===== src/rtl/cache_controller.sv =====
// Cache controller FSM: same-cycle hits, dirty-victim write-back and line refill,
// one word per accepted memory beat.
`ifndef CACHE_T
`define CACHE_T 26
`endif
`ifndef CACHE_S
`define CACHE_S 2
`endif
`ifndef CACHE_B
`define CACHE_B 4
`endif

module cache_controller #(
    parameter int unsigned TAG_WIDTH    = `CACHE_T,
    parameter int unsigned SET_WIDTH    = `CACHE_S,
    parameter int unsigned OFFSET_WIDTH = `CACHE_B
) (
    input  logic                 clk_i,
    input  logic                 rst_i,
    input  logic                 read_i,
    input  logic                 write_i,
    input  logic [31:0]          addr_i,
    input  logic                 hit_i,
    input  logic                 dirty_i,
    input  logic [TAG_WIDTH-1:0] tag_i,
    input  logic                 mem_ready_i,
    output logic                 ready_o,
    output logic [4:0]           control_o,
    output logic [31:0]          mem_addr_o,
    output logic                 mem_read_en_o,
    output logic                 mem_write_en_o
);

    localparam int unsigned CntWidth = OFFSET_WIDTH - 2;
    localparam logic [CntWidth-1:0] CntLast = {CntWidth{1'b1}};

    typedef enum logic [1:0] {StIdle, StWriteBack, StAllocate} state_e;

    state_e                 state_q;
    logic [CntWidth-1:0]    cnt_q;
    logic                   mem_read_en_q;
    logic                   mem_write_en_q;

    logic                   req;
    logic [SET_WIDTH-1:0]   index;
    logic [TAG_WIDTH-1:0]   addr_tag;
    logic                   unused_offset;

    assign req           = read_i | write_i;
    assign index         = addr_i[OFFSET_WIDTH +: SET_WIDTH];
    assign addr_tag      = addr_i[31 -: TAG_WIDTH];
    assign unused_offset = ^addr_i[OFFSET_WIDTH-1:0];

    assign mem_read_en_o  = mem_read_en_q;
    assign mem_write_en_o = mem_write_en_q;

    // Memory enables are registered alongside the state so they follow it exactly.
    always_ff @(posedge clk_i or posedge rst_i) begin
        if (rst_i) begin
            state_q        <= StIdle;
            cnt_q          <= '0;
            mem_read_en_q  <= 1'b0;
            mem_write_en_q <= 1'b0;
        end else begin
            case (state_q)
                StIdle: begin
                    if (req && !hit_i) begin
                        cnt_q <= '0;
                        if (dirty_i) begin
                            state_q        <= StWriteBack;
                            mem_write_en_q <= 1'b1;
                        end else begin
                            state_q       <= StAllocate;
                            mem_read_en_q <= 1'b1;
                        end
                    end
                end
                StWriteBack: begin
                    if (mem_ready_i) begin
                        if (cnt_q == CntLast) begin
                            cnt_q          <= '0;
                            state_q        <= StAllocate;
                            mem_write_en_q <= 1'b0;
                            mem_read_en_q  <= 1'b1;
                        end else begin
                            cnt_q <= cnt_q + CntWidth'(1);
                        end
                    end
                end
                StAllocate: begin
                    if (mem_ready_i) begin
                        if (cnt_q == CntLast) begin
                            cnt_q         <= '0;
                            state_q       <= StIdle;
                            mem_read_en_q <= 1'b0;
                        end else begin
                            cnt_q <= cnt_q + CntWidth'(1);
                        end
                    end
                end
                default: begin
                    state_q        <= StIdle;
                    cnt_q          <= '0;
                    mem_read_en_q  <= 1'b0;
                    mem_write_en_q <= 1'b0;
                end
            endcase
        end
    end

    // control_o = {write_en, set_valid, set_dirty, strategy_en, offset_sel}
    always_comb begin
        ready_o    = 1'b0;
        control_o  = 5'b00000;
        mem_addr_o = 32'h0;
        case (state_q)
            StIdle: begin
                if (!req) begin
                    control_o = 5'b00001;
                end else if (hit_i) begin
                    ready_o   = !rst_i;
                    control_o = write_i ? 5'b11111 : 5'b00011;
                end
            end
            StWriteBack: begin
                mem_addr_o = {tag_i, index, cnt_q, 2'b00};
            end
            StAllocate: begin
                mem_addr_o = {addr_tag, index, cnt_q, 2'b00};
                if (mem_ready_i) begin
                    control_o = 5'b11000;
                end
            end
            default: ;
        endcase
    end

endmodule

===== config.mk =====
export PLATFORM = sky130hd
export DESIGN_NAME = cache_controller
export DESIGN_NICKNAME = d
export VERILOG_FILES = /design/src/rtl/cache_controller.sv
export SDC_FILE = /design/constraint.sdc
export NUM_CORES = 1
export LEC_CHECK = 0
export ABC_AREA = 1
export BUFFER_PORTS_ARGS = -buffer_cell sky130_fd_sc_hd__buf_4
export CAP_MARGIN = 10
export CELL_PAD_IN_SITES_DETAIL_PLACEMENT = 1
export CELL_PAD_IN_SITES_GLOBAL_PLACEMENT = 1
export CORE_MARGIN = 3
export CORE_UTILIZATION = 20
export DETAILED_ROUTE_END_ITERATION = 16
export MAX_ROUTING_LAYER = met4
export PLACE_DENSITY = 0.89
export SYNTH_ARGS = -nofsm -noshare
export SYNTH_HDL_FRONTEND = slang
export SYNTH_SLANG_ARGS = --single-unit
export TNS_END_PERCENT = 30

===== constraint.sdc =====
create_clock -name clk_i -period 1.7 [get_ports clk_i]
set_clock_uncertainty 0.15 [all_clocks]
set_input_delay 0.085 -clock clk_i [delete_from_list [all_inputs] [get_ports clk_i]]
set_output_delay 0.085 -clock clk_i [all_outputs]
set_load 0.02 [all_outputs]

Word level (Yosys, flattened, before mapping) --
Cells that the tools add are included.
Operators by class: $add $sub $neg 1, eq/ne operators 11, multiplexer cells 30, bitwise operators 2, reduce and logical (&&, ||, !) cells 9
Operator list (count):
- $pmux W32 S2 | 1
- $mux W5 | 4
- $mux W2 | 9
- $ne A2 B2 Y1 const B | 7
- $mux W1 | 11
- $pmux W5 S2 | 1
- $reduce_and A5 Y1 | 2
- $pmux W1 S3 | 2
- $pmux W2 S3 | 1
- $reduce_and A6 Y1 | 1
- $eq A2 B2 Y1 const B | 2
- $pmux W2 S2 | 1
- $add A2 B1 Y2 const B | 1
- $eq A2 B1 Y1 const B | 1
- $logic_not A1 Y1 | 2
- $logic_not A2 Y1 | 1
- $ne A2 B1 Y1 const B | 1
- $reduce_and A2 Y1 | 1
- $reduce_or A2 Y1 | 1
- $logic_and A1 B1 Y1 | 1
- $not A1 Y1 | 1
- $or A1 B1 Y1 | 1
Storage, ports and cells: bits in registers 6, input port bits 65, output and inout port bits 40, word-level logic and storage cells 57

Longest topological paths before layout --
Gate-level depths: netlist of run 1.
depth in word-level cells 4, gate-level depth with buffers 8

Least setup slack after synthesis of run 1 --
Ideal clock, no wire load.
kind register to output, start point register state_q[0], end point output control_o[4], arrival time 1700 ps, setup slack -235 ps, cell stages (with the launch flop) 6, path buffers 1, cell sequence dfrtp_1 inv_1 ha_1 nand2_1 o21ai_0 buf_4
On the way: longest elaborated chain between the ends 2, elaborated cells on any way between the ends 3
RTL lines:
- start, declared | RTL line 39 | state_e state_q;
- start signal, assigned | RTL line 60 | state_q <= StIdle;
- start signal, assigned | RTL line 70 | state_q <= StWriteBack;
- start signal, assigned | RTL line 73 | state_q <= StAllocate;
- $eq A2 B2 Y1 / $logic_not A2 Y1 (equally long branches) | RTL line 116 | case (state_q)
- $pmux W5 S2 (*) | RTL line 116
- end, declared | RTL line 28 | output logic [4:0] control_o,
Every way passes the cells marked *; elsewhere a longest branch is shown, timed or not.

Worst setup path after layout of run 1 --
start point register state_q[1], end point output mem_addr_o[17]
On the way: longest elaborated chain between the ends 2, elaborated cells on any way between the ends 3
RTL lines:
- $eq A2 B2 Y1 / $eq A2 B1 Y1 (equally long branches) | RTL line 116
- $pmux W32 S2 (*) | RTL line 116
- end, declared | RTL line 29 | output logic [31:0] mem_addr_o,
Marked as above.

==> results of run 1 <==
## cell type report
| type | instances | area share |
|---|---|---|
| multi-input combinational | 137 | 0.3797 |
| inverter | 19 | 0.03724 |
| clock buffer | 3 | 0.02015 |
| timing repair buffer | 111 | 0.4579 |
| tap | 52 | 0.03175 |
| sequential | 6 | 0.07326 |
## kinds of logic after synthesis
kind of cell / share of synthesized area
adders and majority gates: 0.07915
and+or+nand+nor: 0.3971
buffers and inverters: 0.1570
AOI/OAI and AO/OA: 0.2045
DFF: 0.1583
other: 0.003954
## worst reg2reg max path, delay by kind of cell (launching register included)
kind / cells / cell delay (ns)
flops: 1 / 0.38
buf+inv: 2 / 0.33
simple gates: 3 / 0.28
compound gates: 1 / 0.22
fa+ha+maj: 1 / 0.20
## metrics by stage
stage,std cells,area [sq um],utilization,worst slack [ns]
after floorplan,173,955.9,-,0.09232
after global placement,319,1732,0.3870,0.006864
after detailed placement,319,1732,0.3870,-0.07360
after CTS,325,1888,0.4220,0.003191
after global routing,328,2049,0.4581,-0.07651
final,328,2049,0.4581,0.009047
## sequential cells by signal, summed over array words and instances (netlist names)
signal          count
mem_read_en_o       1
state_q             2
mem_write_en_o      1
cnt_q               2
## path summary, 6_finish.rpt
| kind | cells past startpoint | start | end | slack, ns |
|---|---|---|---|---|
| setup / recovery | 6 | state_q[1] | mem_addr_o[17] | 0.009 |
| min in group asynchronous | 3 | rst_i | cnt_q[0] | 0.22 |
| max in group asynchronous | 3 | rst_i | cnt_q[1] | 0.96 |
| hold / removal | 4 | mem_ready_i | cnt_q[0] | 0.07 |
| setup reg to reg | 7 | state_q[0] | state_q[0] | 0.08 |
| hold reg to reg | 2 | mem_read_en_o | mem_read_en_o | 0.33 |
## where the power goes
group	internal, uW	switching (uW)
Sequential	206	38.8
Clock	152	60.4
Combinational	973	1300
## layout by cell type (no fill, tap or decap), types with 3 or more instances in the layout
cell / n
ha_4: 3
dfrtp_1: 6
clkbuf_8: 3
nand3_1: 8
buf_4: 94
inv_1: 16
a21oi_2: 16
buf_8: 4
nand2_2: 11
a21oi_1: 11
buf_6: 10
nor2_1: 10
o21ai_2: 3
nand2_1: 66
## repair_timing
action | 4_1_cts | 5_1_grt
buffers inserted | 2 | 1
endpoints found under the hold margin | 6 | 0
hold buffers | 1 | 0
resized for setup | 22 | 30
gates cloned | 0 | 2
pin swaps | 1 | 25
setup endpoints to repair | 38 | 34
## per-layer routing
metal	vias up	part of all wire	track usage
met3	3	0.084	0.02537
met2	57	0.53	0.2747
met1	666	0.38	0.1511
met4	0	0.0045	0.02372
met5	-	0	-
li1	739	-	-
==> results.cfg, run 1 <==
[clocking]
htreeDepth = 1
cts_tree = yes
ctsLongestPathBuffers = 2
cts.sinks = 6
cts-root-buf = clkbuf_8
clk_pin_slew_ns = 0.04
numCtsBuffers = 3
clkLatencyLatePin_ns = 0.22

[logic_synthesis]
syn-cell-area_sq_um = 948.4
synth_top_cells_by_area = nand2_1, dfrtp_1, a21oi_1
synth_top_area_share = 0.2889
postSynth.asyncResetShare = 1.000
yosysWarningCount = 0
synth_cells = 172
yosys.area.top_type = nand2_1
seq_area_frac_synth = 0.1583
avgSynthCellArea_sq_um = 5.514
yosysMostFrequentCell = nand2_1
synth_common_cells = nand2_1, a21oi_1, inv_1, nor2_1, nand3_1
synth.distinct_cells = 18
synth-seq-cells = 6
synth-edff-count = 0
ys.flop_type = dfrtp_1

[critical_path]
worstPathRequired_ns = 1.46
cp.arrival_ns = 1.46
max_stage_delay_ns = 0.38
slowest_stage = dfrtp_1
critical-path-top-delay-family = buffers and inverters
cp_max_fo = 7
start_kind = flip-flop
worstSetupPathType = reg2out
crit_buf_inv = 3
path_cells = inv_2, ha_4, clkbuf_16, nand2_1, a21oi_1, buf_4
setup.worst_path.end_class = output port

[die]
num_rows = 24
core-area_sq_um = 4474
ios = 105
initial_utilization = 0.2120
die_height_um = 74.86
die_x_um = 74.86
die-area_sq_um = 5604

[pwr]
leakage_uw = 0.001020
total_power_uw = 2726
p_per_area_nw_per_um2 = 1330
peakVddDrop_v = 0.0005738

[drt]
avgRoutedWirePerCell_um = 13.47
drt_pass1_iterations = 3
via_per_inst = 4.466
drc = 0
drt_iter0_markers = 14
antenna_left = 0
wl_um = 4417
via_count = 1465

[sta]
final.setup.tns_ns = 0
whs_ns = 0.06638
setup_viol = 0
fin_crit_sh = 0.9947
rsz0062_at_grt = yes
timing.final.crit_period_ns = 1.691
final-hold-violation-count = 0
timing.fmax_mhz = 591.4
report.final.slew_viol_count = 0

[global_route]
grt_max_degree = 28
grt_usage = 0.1424
antenna_found_initial = 0
grt_remaining_overflow = 0
grt_pass1_vias = 1395
grt_pass1_wl_um = 6210

[finish]
diodes = 0
area.sequential_sq_um = 150.1
drive_gt1_frac = 0.5471
final_nets = 349
multi_input_area_sq_um = 778.2
fillers = 600
area_growth_pct = 116.1

[placed_design]
hpwl_um = 3434
gp_congestion = 0.8255
portBuffers = 98

[run_status]
status = finished, final reports clean

[min_path]
hold_path_class = in2reg

[run]
drv_cap = 0
Power figures use the tool's default switching activity.
==> run 2: changes to the inputs <==
--- a/config.mk
+++ b/config.mk
@@ -10,6 +10,7 @@
 export CAP_MARGIN = 10
 export CELL_PAD_IN_SITES_DETAIL_PLACEMENT = 1
 export CELL_PAD_IN_SITES_GLOBAL_PLACEMENT = 1
+export CORE_ASPECT_RATIO = 1.5
 export CORE_MARGIN = 3
 export CORE_UTILIZATION = 20
 export DETAILED_ROUTE_END_ITERATION = 16
==> run 2 against run 1 <==
Net effect: register-to-register slack gained 0.02 ns; sequential share of layout area grew 0.30 points; largest power group unchanged; critical endpoint is now mem_addr_o[31]; count of clock-buffer cells in the layout is the same; clock power is essentially flat; sequential power grew 6%; the run now ends with negative setup slack left; core utilization shrank 2.1 points; final area shrank 3.1%; non-clock buffer count shrank 1; via count grew 0.20%.
==> results.cfg, run 2 (same netlist as run 1, synthesis figures left out) <==
[drt]
avgRoutedWirePerCell_um = 12.93
antenna_left = 0
via_count = 1468
drt_pass1_iterations = 4
drt_iter0_markers = 34
via_per_inst = 4.330
wl_um = 4384
drc = 0

[sta]
fin_crit_sh = 1.021
final-hold-violation-count = 0
timing.fmax_mhz = 575.9
final.setup.tns_ns = -0.05501
rsz0062_at_grt = yes
setup_viol = 5
whs_ns = 0.08474
layout_setup_ws_ns = -0.03642
report.final.slew_viol_count = 0
timing.final.crit_period_ns = 1.736

[die]
die_x_um = 62.23
die-area_sq_um = 5621
initial_utilization = 0.2088
core-area_sq_um = 4542
die_height_um = 90.34
num_rows = 30
ios = 105

[finish]
stdcell_area_sq_um = 1986
final_cell_mix = buf_4, nand2_1, inv_1, a21oi_1, a21oi_2
area_growth_pct = 109.4
diodes = 0
reg.largest.list = cnt_q (2), state_q (2)
multi_input_area_sq_um = 762.0
fillers = 607
final_nets = 348
drive_gt1_frac = 0.5091
area.sequential_sq_um = 151.4
final_common_cell = buf_4

[critical_path]
rrSetupSlack_ns = 0.10
ff2ff_path_depth = 8
worstReg2RegStart = state_q[0]
r2r_end = state_q[1]
cp_max_fo = 12
worstPathRequired_ns = 1.46
setup.worst_path.end_class = output port
worstSetupPathType = reg2out
start_kind = flip-flop
cp.arrival_ns = 1.50

[pwr]
p_switching_uw = 1359
leakage_uw = 0.0009964
power.share.clock = 0.081
peakVddDrop_v = 0.0007222
p_seq_frac = 0.099
combPwrFrac = 0.820
p_per_area_nw_per_um2 = 1319
internal_power_uw = 1260
swShare = 0.5190

[clocking]
numCtsBuffers = 3
cts.sinks = 6
cts_tree = yes
ctsLongestPathBuffers = 2
htreeDepth = 1
cts-root-buf = clkbuf_8
clkLatencyLatePin_ns = 0.22
clk_pin_slew_ns = 0.04

[run_status]
violations = negative setup slack
status = complete, but fails checks

[placed_design]
dpl_cell_area_sq_um = 1769
gp_congestion = 0.8747
hpwl_um = 3552
portBuffers = 98
post-place-ws_ns = -0.02784

[global_route]
grt_pass1_vias = 1537
grt_max_degree = 28
grt_remaining_overflow = 0
grt_usage = 0.1458
antenna_found_initial = 0
grt_pass1_wl_um = 6734

[run]
drv_cap = 0

[min_path]
hold_path_class = in2reg
hold_start = mem_ready_i
min_to = cnt_q[0]
min_path_cells = 4
## run 2: cell types whose count changed in the layout (fill, tap and decap cells not counted), sizes merged
cell | previous run | this run
buf | 108 | 109
clkbuf | 5 | 3
## run 2: through the flow
step | utilization | total power, uW | cells
3_3_place_gp | 0.3895 | 2077 | 334
4_1_cts | 0.4165 | 2498 | 338
2_1_floorplan | - | 1399 | 173
6_report | 0.4372 | 2619 | 339
3_5_place_dp | 0.3895 | 2108 | 334
5_1_grt | 0.4372 | 2846 | 339
## run 2: worst max path at each step
stage,startpoint,to,slack (ns),cells after the start
after CTS,state_q[1],mem_addr_o[8],-0.03,6
after global routing,state_q[0],mem_addr_o[31],-0.09,6
final,state_q[0],mem_addr_o[31],-0.04,6
after global placement,state_q[0],cnt_q[0],0.02,6
after floorplan,state_q[0],control_o[4],0.09,5
after detailed placement,state_q[0],cnt_q[1],-0.03,6
## run 2: routing by layer
metal / GRT usage / vias to the layer above / share of wire
met2: 0.3058 / 50 / 0.60
met4: 0.04059 / 0 / 0.016
li1: - / 743 / -
met5: - / - / 0
met3: 0.02366 / 8 / 0.059
met1: 0.1285 / 667 / 0.32
## run 2: power by group through the flow
stage | Sequential (uW) | Clock, uW | Combinational [uW]
floorplan | 271 | 0 | 1130
global placement | 241 | 0 | 1840
detailed placement | 244 | 0 | 1860
CTS | 246 | 219 | 2030
global route | 268 | 231 | 2350
finish | 259 | 212 | 2150
## run 2: worst max-delay path: stages, from the launching register on
cell,delay [ns]
dfrtp_2,0.44
inv_4,0.11
ha_4,0.18
buf_8,0.14
nand2_1,0.09
a21oi_2,0.16
buf_4,0.16
## run 2: area by class of cell
cell class                 count  share of cell area
inverter                      19             0.04096
timing repair buffer         110              0.4379
clock buffer                   3             0.02079
multi-input combinational    137              0.3837
tap                           64             0.04033
sequential                     6             0.07624
## run 2: timing repair
item | in CTS | in global routing
gates resized for setup | 18 | 21
pin swaps | 0 | 3
hold endpoints to repair | 6 | 0
hold buffers | 1 | 0
setup endpoints to repair | 37 | 35
setup buffers | 0 | 1
